===== src/rtl/instruction_cs.sv =====
// rtl/instruction_cs.sv - c.sw store sequencer: decode, address generation and RAM write handshake
module instruction_cs #(
    parameter int ADDR_W      = 8,
    parameter int ACK_TIMEOUT = 15
) (
    input  logic              iCLK,
    input  logic              iRST_N,
    input  logic              iSTART,
    input  logic [15:0]       iIR,
    input  logic [31:0]       iRS1,
    input  logic [31:0]       iRS2,
    output logic [4:0]        oRS1,
    output logic [4:0]        oRS2,
    output logic              oRAM_CE,
    output logic              oRAM_RD,
    output logic              oRAM_WR,
    output logic [ADDR_W-1:0] oRAM_ADDR,
    output logic [31:0]       oRAM_DATA,
    input  logic              iRAM_ACK,
    output logic              oBUSY,
    output logic              oDONE,
    output logic              oERR
);

    localparam int CNT_W = $clog2(ACK_TIMEOUT + 1);
    localparam logic [CNT_W-1:0] CNT_LAST = CNT_W'(ACK_TIMEOUT - 1);

    typedef enum logic [1:0] {
        S_IDLE,
        S_REQ,
        S_DONE,
        S_ERR
    } state_t;

    state_t              state_q, state_d;
    logic [CNT_W-1:0]    cnt_q, cnt_d;
    logic [ADDR_W-1:0]   addr_q, addr_d;
    logic [31:0]         data_q, data_d;

    logic                legal;
    logic [6:0]          imm;
    logic [31:0]         ea;
    logic                unused_ea;

    assign oRS1  = 5'h8 + {2'b00, iIR[9:7]};
    assign oRS2  = 5'h8 + {2'b00, iIR[4:2]};

    assign legal = (iIR[1:0] == 2'b00) && (iIR[15:13] == 3'b110);
    assign imm   = {iIR[5], iIR[12:10], iIR[6], 2'b00};
    assign ea    = iRS1 + {25'd0, imm};
    // Byte address bits above the RAM word range are dropped, so addresses wrap.
    assign unused_ea = ^ea[31:ADDR_W+2];

    always_comb begin
        state_d = state_q;
        cnt_d   = cnt_q;
        addr_d  = addr_q;
        data_d  = data_q;
        case (state_q)
            S_IDLE: begin
                if (iSTART) begin
                    if (legal && (ea[1:0] == 2'b00)) begin
                        addr_d  = ea[ADDR_W+1:2];
                        data_d  = iRS2;
                        cnt_d   = '0;
                        state_d = S_REQ;
                    end else begin
                        state_d = S_ERR;
                    end
                end
            end
            S_REQ: begin
                // An ACK on the final counted cycle still wins over the timeout.
                if (iRAM_ACK) begin
                    state_d = S_DONE;
                end else if (cnt_q == CNT_LAST) begin
                    state_d = S_ERR;
                end else begin
                    cnt_d = cnt_q + CNT_W'(1);
                end
            end
            S_DONE:  state_d = S_IDLE;
            S_ERR:   state_d = S_IDLE;
            default: state_d = S_IDLE;
        endcase
    end

    always_ff @(posedge iCLK or negedge iRST_N) begin
        if (!iRST_N) begin
            state_q <= S_IDLE;
            cnt_q   <= '0;
            addr_q  <= '0;
            data_q  <= '0;
        end else begin
            state_q <= state_d;
            cnt_q   <= cnt_d;
            addr_q  <= addr_d;
            data_q  <= data_d;
        end
    end

    // Strobes decode straight from the state register so reset drops them at once.
    assign oRAM_CE   = (state_q == S_REQ);
    assign oRAM_WR   = (state_q == S_REQ);
    assign oRAM_RD   = 1'b0;
    assign oRAM_ADDR = addr_q;
    assign oRAM_DATA = data_q;
    assign oBUSY     = (state_q != S_IDLE);
    assign oDONE     = (state_q == S_DONE);
    assign oERR      = (state_q == S_ERR);

endmodule


===== config.mk =====
export PLATFORM = sky130hd
export DESIGN_NAME = instruction_cs
export DESIGN_NICKNAME = d
export VERILOG_FILES = /design/src/rtl/instruction_cs.sv
export SDC_FILE = /design/constraint.sdc
export NUM_CORES = 1
export LEC_CHECK = 0
export ABC_AREA = 0
export BUFFER_PORTS_ARGS = -buffer_cell sky130_fd_sc_hd__buf_2
export CAP_MARGIN = 20
export CORE_MARGIN = 2
export CORE_UTILIZATION = 47
export CTS_BUF_LIST = sky130_fd_sc_hd__clkbuf_2
export DETAILED_ROUTE_END_ITERATION = 8
export GPL_TIMING_DRIVEN = 0
export PLACE_DENSITY_LB_ADDON = 0.3
export SYNTH_ARGS = -nofsm -noshare
export SYNTH_HDL_FRONTEND = slang
export SYNTH_SLANG_ARGS = --single-unit

===== constraint.sdc =====
create_clock -name iCLK -period 3.1 [get_ports iCLK]
set_input_delay 0.62 -clock iCLK [delete_from_list [all_inputs] [get_ports iCLK]]
set_output_delay 0.62 -clock iCLK [all_outputs]
set_load 0.03 [all_outputs]

## Yosys cells after proc, flatten, opt, wreduce, memory -nomap -nowiden

Index checks and enable logic that the tools add are counted.

| operators by class | value |
|---|---|
| add/sub/neg operators | 4 |
| equal/unequal tests | 10 |
| muxes and demuxes | 10 |
| reductions and logical operators | 11 |

Operator list:

| cell | number |
|---|---|
| two-way mux 4 bit | 4 |
| adder 10 x 7 -> 10 bit | 1 |
| adder 4 x 3 -> 5 bit (first input constant) | 2 |
| two-way mux 2 bit | 4 |
| inequality test 2 bit (second input constant) | 4 |
| one-hot mux 4 bit (2 select lines) | 1 |
| logical NOT 2 bit | 3 |
| one-hot mux 2 bit (3 select lines) | 1 |
| AND reduction 5 bit | 1 |
| adder 4 x 1 -> 4 bit (second input constant) | 1 |
| == test 2 bit (second input constant) | 2 |
| == test 4 bit (second input constant) | 1 |
| nonzero test 2 bit | 2 |
| == test 3 bit (second input constant) | 1 |
| inequality test 3 x 1 -> 1 bit (second input constant) | 1 |
| AND reduction 3 bit | 1 |
| == test 2 x 1 -> 1 bit (second input constant) | 1 |
| logical AND 1 bit | 2 |
| AND reduction 2 bit | 1 |
| OR reduction 2 bit | 1 |

| word-level totals | value |
|---|---|
| register bits after elaboration | 46 |
| output and inout port bits | 56 |

## Logic depth before layout (Yosys ltp)

| logic depth | value |
|---|---|
| word-level depth | 6 |
| gate-level depth with buffers | 7 |

## Least setup slack after synthesis

OpenSTA, ideal clock, no wires.

| path | value |
|---|---|
| path kind | input -> register |
| start | input iIR[13] |
| end | register addr_q[5], in the netlist oRAM_ADDR[5] |
| setup time | 0.069 ns |
| data arrival time | 2.225 ns |
| required time | 3.031 ns |
| slack | 0.805 ns |
| cell stages on the path | 5 |
| buffers on the path | 1 |
| cells stage by stage | or4b_4 > or3_1 > buf_2 > or4_1 > nand3_1 |

| on the way | value |
|---|---|
| cells in the longest elaborated chain, start to end | 4 |

RTL lines:

| element | RTL line | text |
|---|---|---|
| start: declaration | 9 | `input logic [15:0] iIR,` |
| == test 3 bit | 48 | `assign legal = (iIR[1:0] == 2'b00) && (iIR[15:13] == 3'b110);` |
| logical AND 1 bit | 48 |  |
| logical AND 1 bit | 62 | `if (legal && (ea[1:0] == 2'b00)) begin` |
| AND reduction 3 bit (no source line) | -- |  |
| end signal: assignment | 97 | `addr_q <= addr_d;` |
| end: declaration | 37 | `logic [ADDR_W-1:0] addr_q, addr_d;` |

No other way between the ends.
A chain may end at the register's enable or synchronous reset.

## Final worst setup path

| path | value |
|---|---|
| start | register state_q[1] |
| end | register addr_q[5], in the netlist oRAM_ADDR[5] |

| on the way | value |
|---|---|
| cells in the longest elaborated chain, start to end | 2 |

RTL lines:

| element | RTL line | text |
|---|---|---|
| start: declaration | 35 | `state_t state_q, state_d;` |
| start signal: assignment | 95 | `state_q <= state_d;` |
| logical NOT 2 bit | 59 | `case (state_q)` |
| AND reduction 3 bit (no source line) | -- |  |

No other way between the ends.

==> run_results.csv <==
group,metric,value,unit
setup_path,crit_type,"reg -> reg",
global_route,grt_pass1_vias,1833,
final_layout,multiInputGateArea,888.4,um^2
setup_path,cp_data_arrival_time,2540,ps
global_route,grt_pass1_wl,8079,um
sta,max_freq,456.9,MHz
yosys,synth-seq-cells,46,
yosys,synth_cell_type_count,34,
sta,slew_viol_final,0,
sta,period_minus_slack,2189,ps
setup_path,cp_data_required_time,3450,ps
sta,fin_crit_sh,70.61,%
clock_tree,hold_buffers,0,
placement,dpl.cell_count,408,
floorplan,coreArea,4414,um^2
setup_path,crit_path_end,"oRAM_ADDR[5]",
setup_path,r2r-end,"oRAM_ADDR[5]",
job,cap_viol_max_count,0,
detailed_routing,routed_wl,4736,um
global_route,grtUsageTotal,19.83,%
setup_path,timing.rr.start,"state_q[1]",
sta,rsz0062_at_grt,"no",
placement,place_congestion,0.7267,
final_layout,fin_cells,417,
global_route,grt-ovfl-total,0,
setup_path,rrSetupSlack,910,ps
final_layout,n_fill_cell,404,
final_layout,num-nets-final,456,
status,status,"completed",
yosys,avgSynthCellArea,8.794,um^2
pwr,p_per_area,548.5,nW/um^2
clock_tree,clk_latency,410,ps
yosys,syn_area,2172,um^2
clock_tree,clockRootBuffer,"clkbuf_2",
placement,dp_hpwl,3617,um
floorplan,die_y,71.98,um
final_layout,drive_above_1_share,36.71,%
clock_tree,post_cts_buffers,0,
floorplan,rows,24,
pwr,ir_worst_vdd,0.2934,mV
detailed_routing,post-route-drc-count,0,
clock_tree,ctsResizeCount,0,
detailed_routing,ant_nets,0,
final_layout,seq_area,1151,um^2
detailed_routing,via_count,2005,
pwr,leakage,1.738,nW
global_route,grt_max_degree,47,
sta,worst_pin_slew,558.8,ps
sta,final_hold_viol_count,0,
clock_tree,numCtsBuffers,5,
clock_tree,clkSinkCount,46,
floorplan,dieArea,5181,um^2
setup_path,start_kind,"register",
clock_tree,cts.htree.levels,2,
setup_path,ff2ff_path_depth,5,
yosys,syn_inst,247,
sta,clock_skew,16.03,ps
global_route,antenna_found_initial,0,
yosys,ys_seq_area_share,53.00,%
setup_path,cp_max_fo,10,
floorplan,die_x,71.98,um
clock_tree,tritoncts,"built",
detailed_routing,dr.pass1.iters,4,
clock_tree,cts_buffer_depth,2,
detailed_routing,drt_iter0_markers,76,
setup_path,cp-startpoint,"state_q[1]",
yosys,yosys_warnings,0,
floorplan,ios,140,
sta,setup_violations,0,
setup_path,end_kind,"register",
clock_tree,clkTransAtPathRegs,220,ps
final_layout,diodes,0,
detailed_routing,viasPerCell,4.808,
placement,port_buffers,106,
floorplan,start_util,49.21,%
detailed_routing,wl_per_cell,11.36,um
sta,relSlewSlack,62.46,%
final_layout,synthToLayoutAreaGrowth,32.32,%
sta,fin_tns_setup,0,ps
min_path,hold_class,"in -> async",
[power by group]
part           internal (mW)  leakage (nW)  total, mW  switching [mW]
Combinational          0.181          1.07      0.503           0.321
Sequential             0.683         0.629      0.745          0.0621
Clock                  0.139        0.0392      0.329           0.190
[final cells by class]
| cell class | instances | area share [%] |
|---|---|---|
| Buffer | 21 | 4.353 |
| Clock buffer | 6 | 1.045 |
| Clock inverter | 2 | 1.306 |
| Inverter | 5 | 0.6530 |
| Multi-Input combinational cell | 178 | 30.91 |
| Sequential cell | 46 | 40.05 |
| Tap cell | 52 | 2.264 |
| Timing Repair Buffer | 107 | 19.42 |
[worst min-delay path by stage]
stage | endpoint | depth (start not counted) | from | slack (ps)
5_1_grt | oRAM_ADDR[0] | 1 | iRST_N | 120
2_1_floorplan | cnt_q[0] | 0 | iRST_N | 320
4_1_cts | oRAM_DATA[20] | 3 | iRS2[20] | 340
3_5_place_dp | oRAM_DATA[3] | 2 | oRAM_DATA[3] | 460
6_report | oRAM_ADDR[1] | 1 | iRST_N | 150
3_3_place_gp | oRAM_DATA[11] | 2 | oRAM_DATA[11] | 450
[per-layer routing]
layer	share of wire [%]	vias up	GRT usage, %
met3	6.0	6	4.306
met5	0	-	0
met4	1.6	0	6.499
met1	41	920	24.29
met2	52	66	34.88
li1	-	1013	-
[cell usage in the layout (no fill, tap or decap), drive strengths merged, types with 2 or more instances in the layout]
master	Yosys	layout
nor2b	2	2
xor2	4	4
o21ai	6	6
a31oi	2	2
nor3	2	2
or3b	2	2
buf	13	120
or2	2	2
nor2	9	9
nand3	6	6
clkbuf	8	14
o31ai	2	2
o21a	3	3
nand2	108	108
conb	2	5
a21oi	3	3
inv	5	5
dfrtp	46	46
or4	2	2
ha	7	7
[kinds of logic (layout without fill, tap and decap cells)]
group           count (synthesis)  count (layout)  synth area share [%]
compound gates                 22              22                 6.625
xor+xnor                        4               4                 1.613
fa+ha+maj                       8               8                 4.954
buf+inv                        26             141                 6.625
flops                          46              46                 53.00
other cells                     2               5                0.3458
simple gates                  139             139                 26.84
[registers in the layout (all words and copies together), names as in the netlist]
name,count
oRAM_DATA,32
oRAM_ADDR,8
cnt_q,4
state_q,2
[synth_stat cells]
cell type | number | area, um^2
clkbuf_1 | 8 | 30.03
a31o_2 | 1 | 8.760
conb_1 | 2 | 7.510
or2_2 | 2 | 12.51
o31ai_1 | 2 | 15.01
and2_1 | 1 | 6.260
ha_1 | 7 | 87.58
and3_1 | 1 | 6.260
o21a_1 | 3 | 22.52
o211ai_1 | 1 | 7.510
xor2_1 | 4 | 35.03
or3b_2 | 2 | 17.52
nand4_1 | 1 | 6.260
a31oi_1 | 2 | 12.51
o2111ai_1 | 1 | 8.760
buf_2 | 1 | 5.000
buf_4 | 12 | 90.09
or4b_4 | 1 | 13.76
nor3b_1 | 1 | 7.510
nor2_1 | 9 | 33.78
a211oi_1 | 1 | 7.510
or3_1 | 1 | 6.260
o21ai_0 | 6 | 30.03
or4_1 | 2 | 15.01
nand3_1 | 6 | 30.03
a221oi_1 | 1 | 8.760
nand2_1 | 108 | 405.4
nor3_1 | 2 | 10.01
a21oi_1 | 3 | 15.01
dfrtp_1 | 46 | 1151
inv_1 | 5 | 18.77
fa_1 | 1 | 20.02
a21o_1 | 1 | 7.510
nor2b_1 | 2 | 12.51
[through the flow]
| stage | total power [mW] | util (%) | hold WS [ps] | area (um^2) | setup slack, ps |
|---|---|---|---|---|---|
| final | 1.576 | 65.11 | 151.7 | 2874 | 911.1 |
| after CTS | 1.593 | 64.48 | 335.6 | 2846 | 868.2 |
| after detailed placement | 1.260 | 62.95 | 456.7 | 2779 | 528.0 |
| after global placement | 1.247 | 62.95 | 453.9 | 2779 | 521.7 |
| after floorplan | 1.095 | - | 324.4 | 2183 | 805.3 |
| after global routing | 1.681 | 65.11 | 123.0 | 2874 | 686.4 |
[critical path: stages, from the launching register on]
cell and delay [ps]:
dfrtp_1 490, or3b_2 500, nor3_1 450, clkbuf_1 440
o211ai_1 150, nand3_1 110
(Power assumes the default switching activity.)
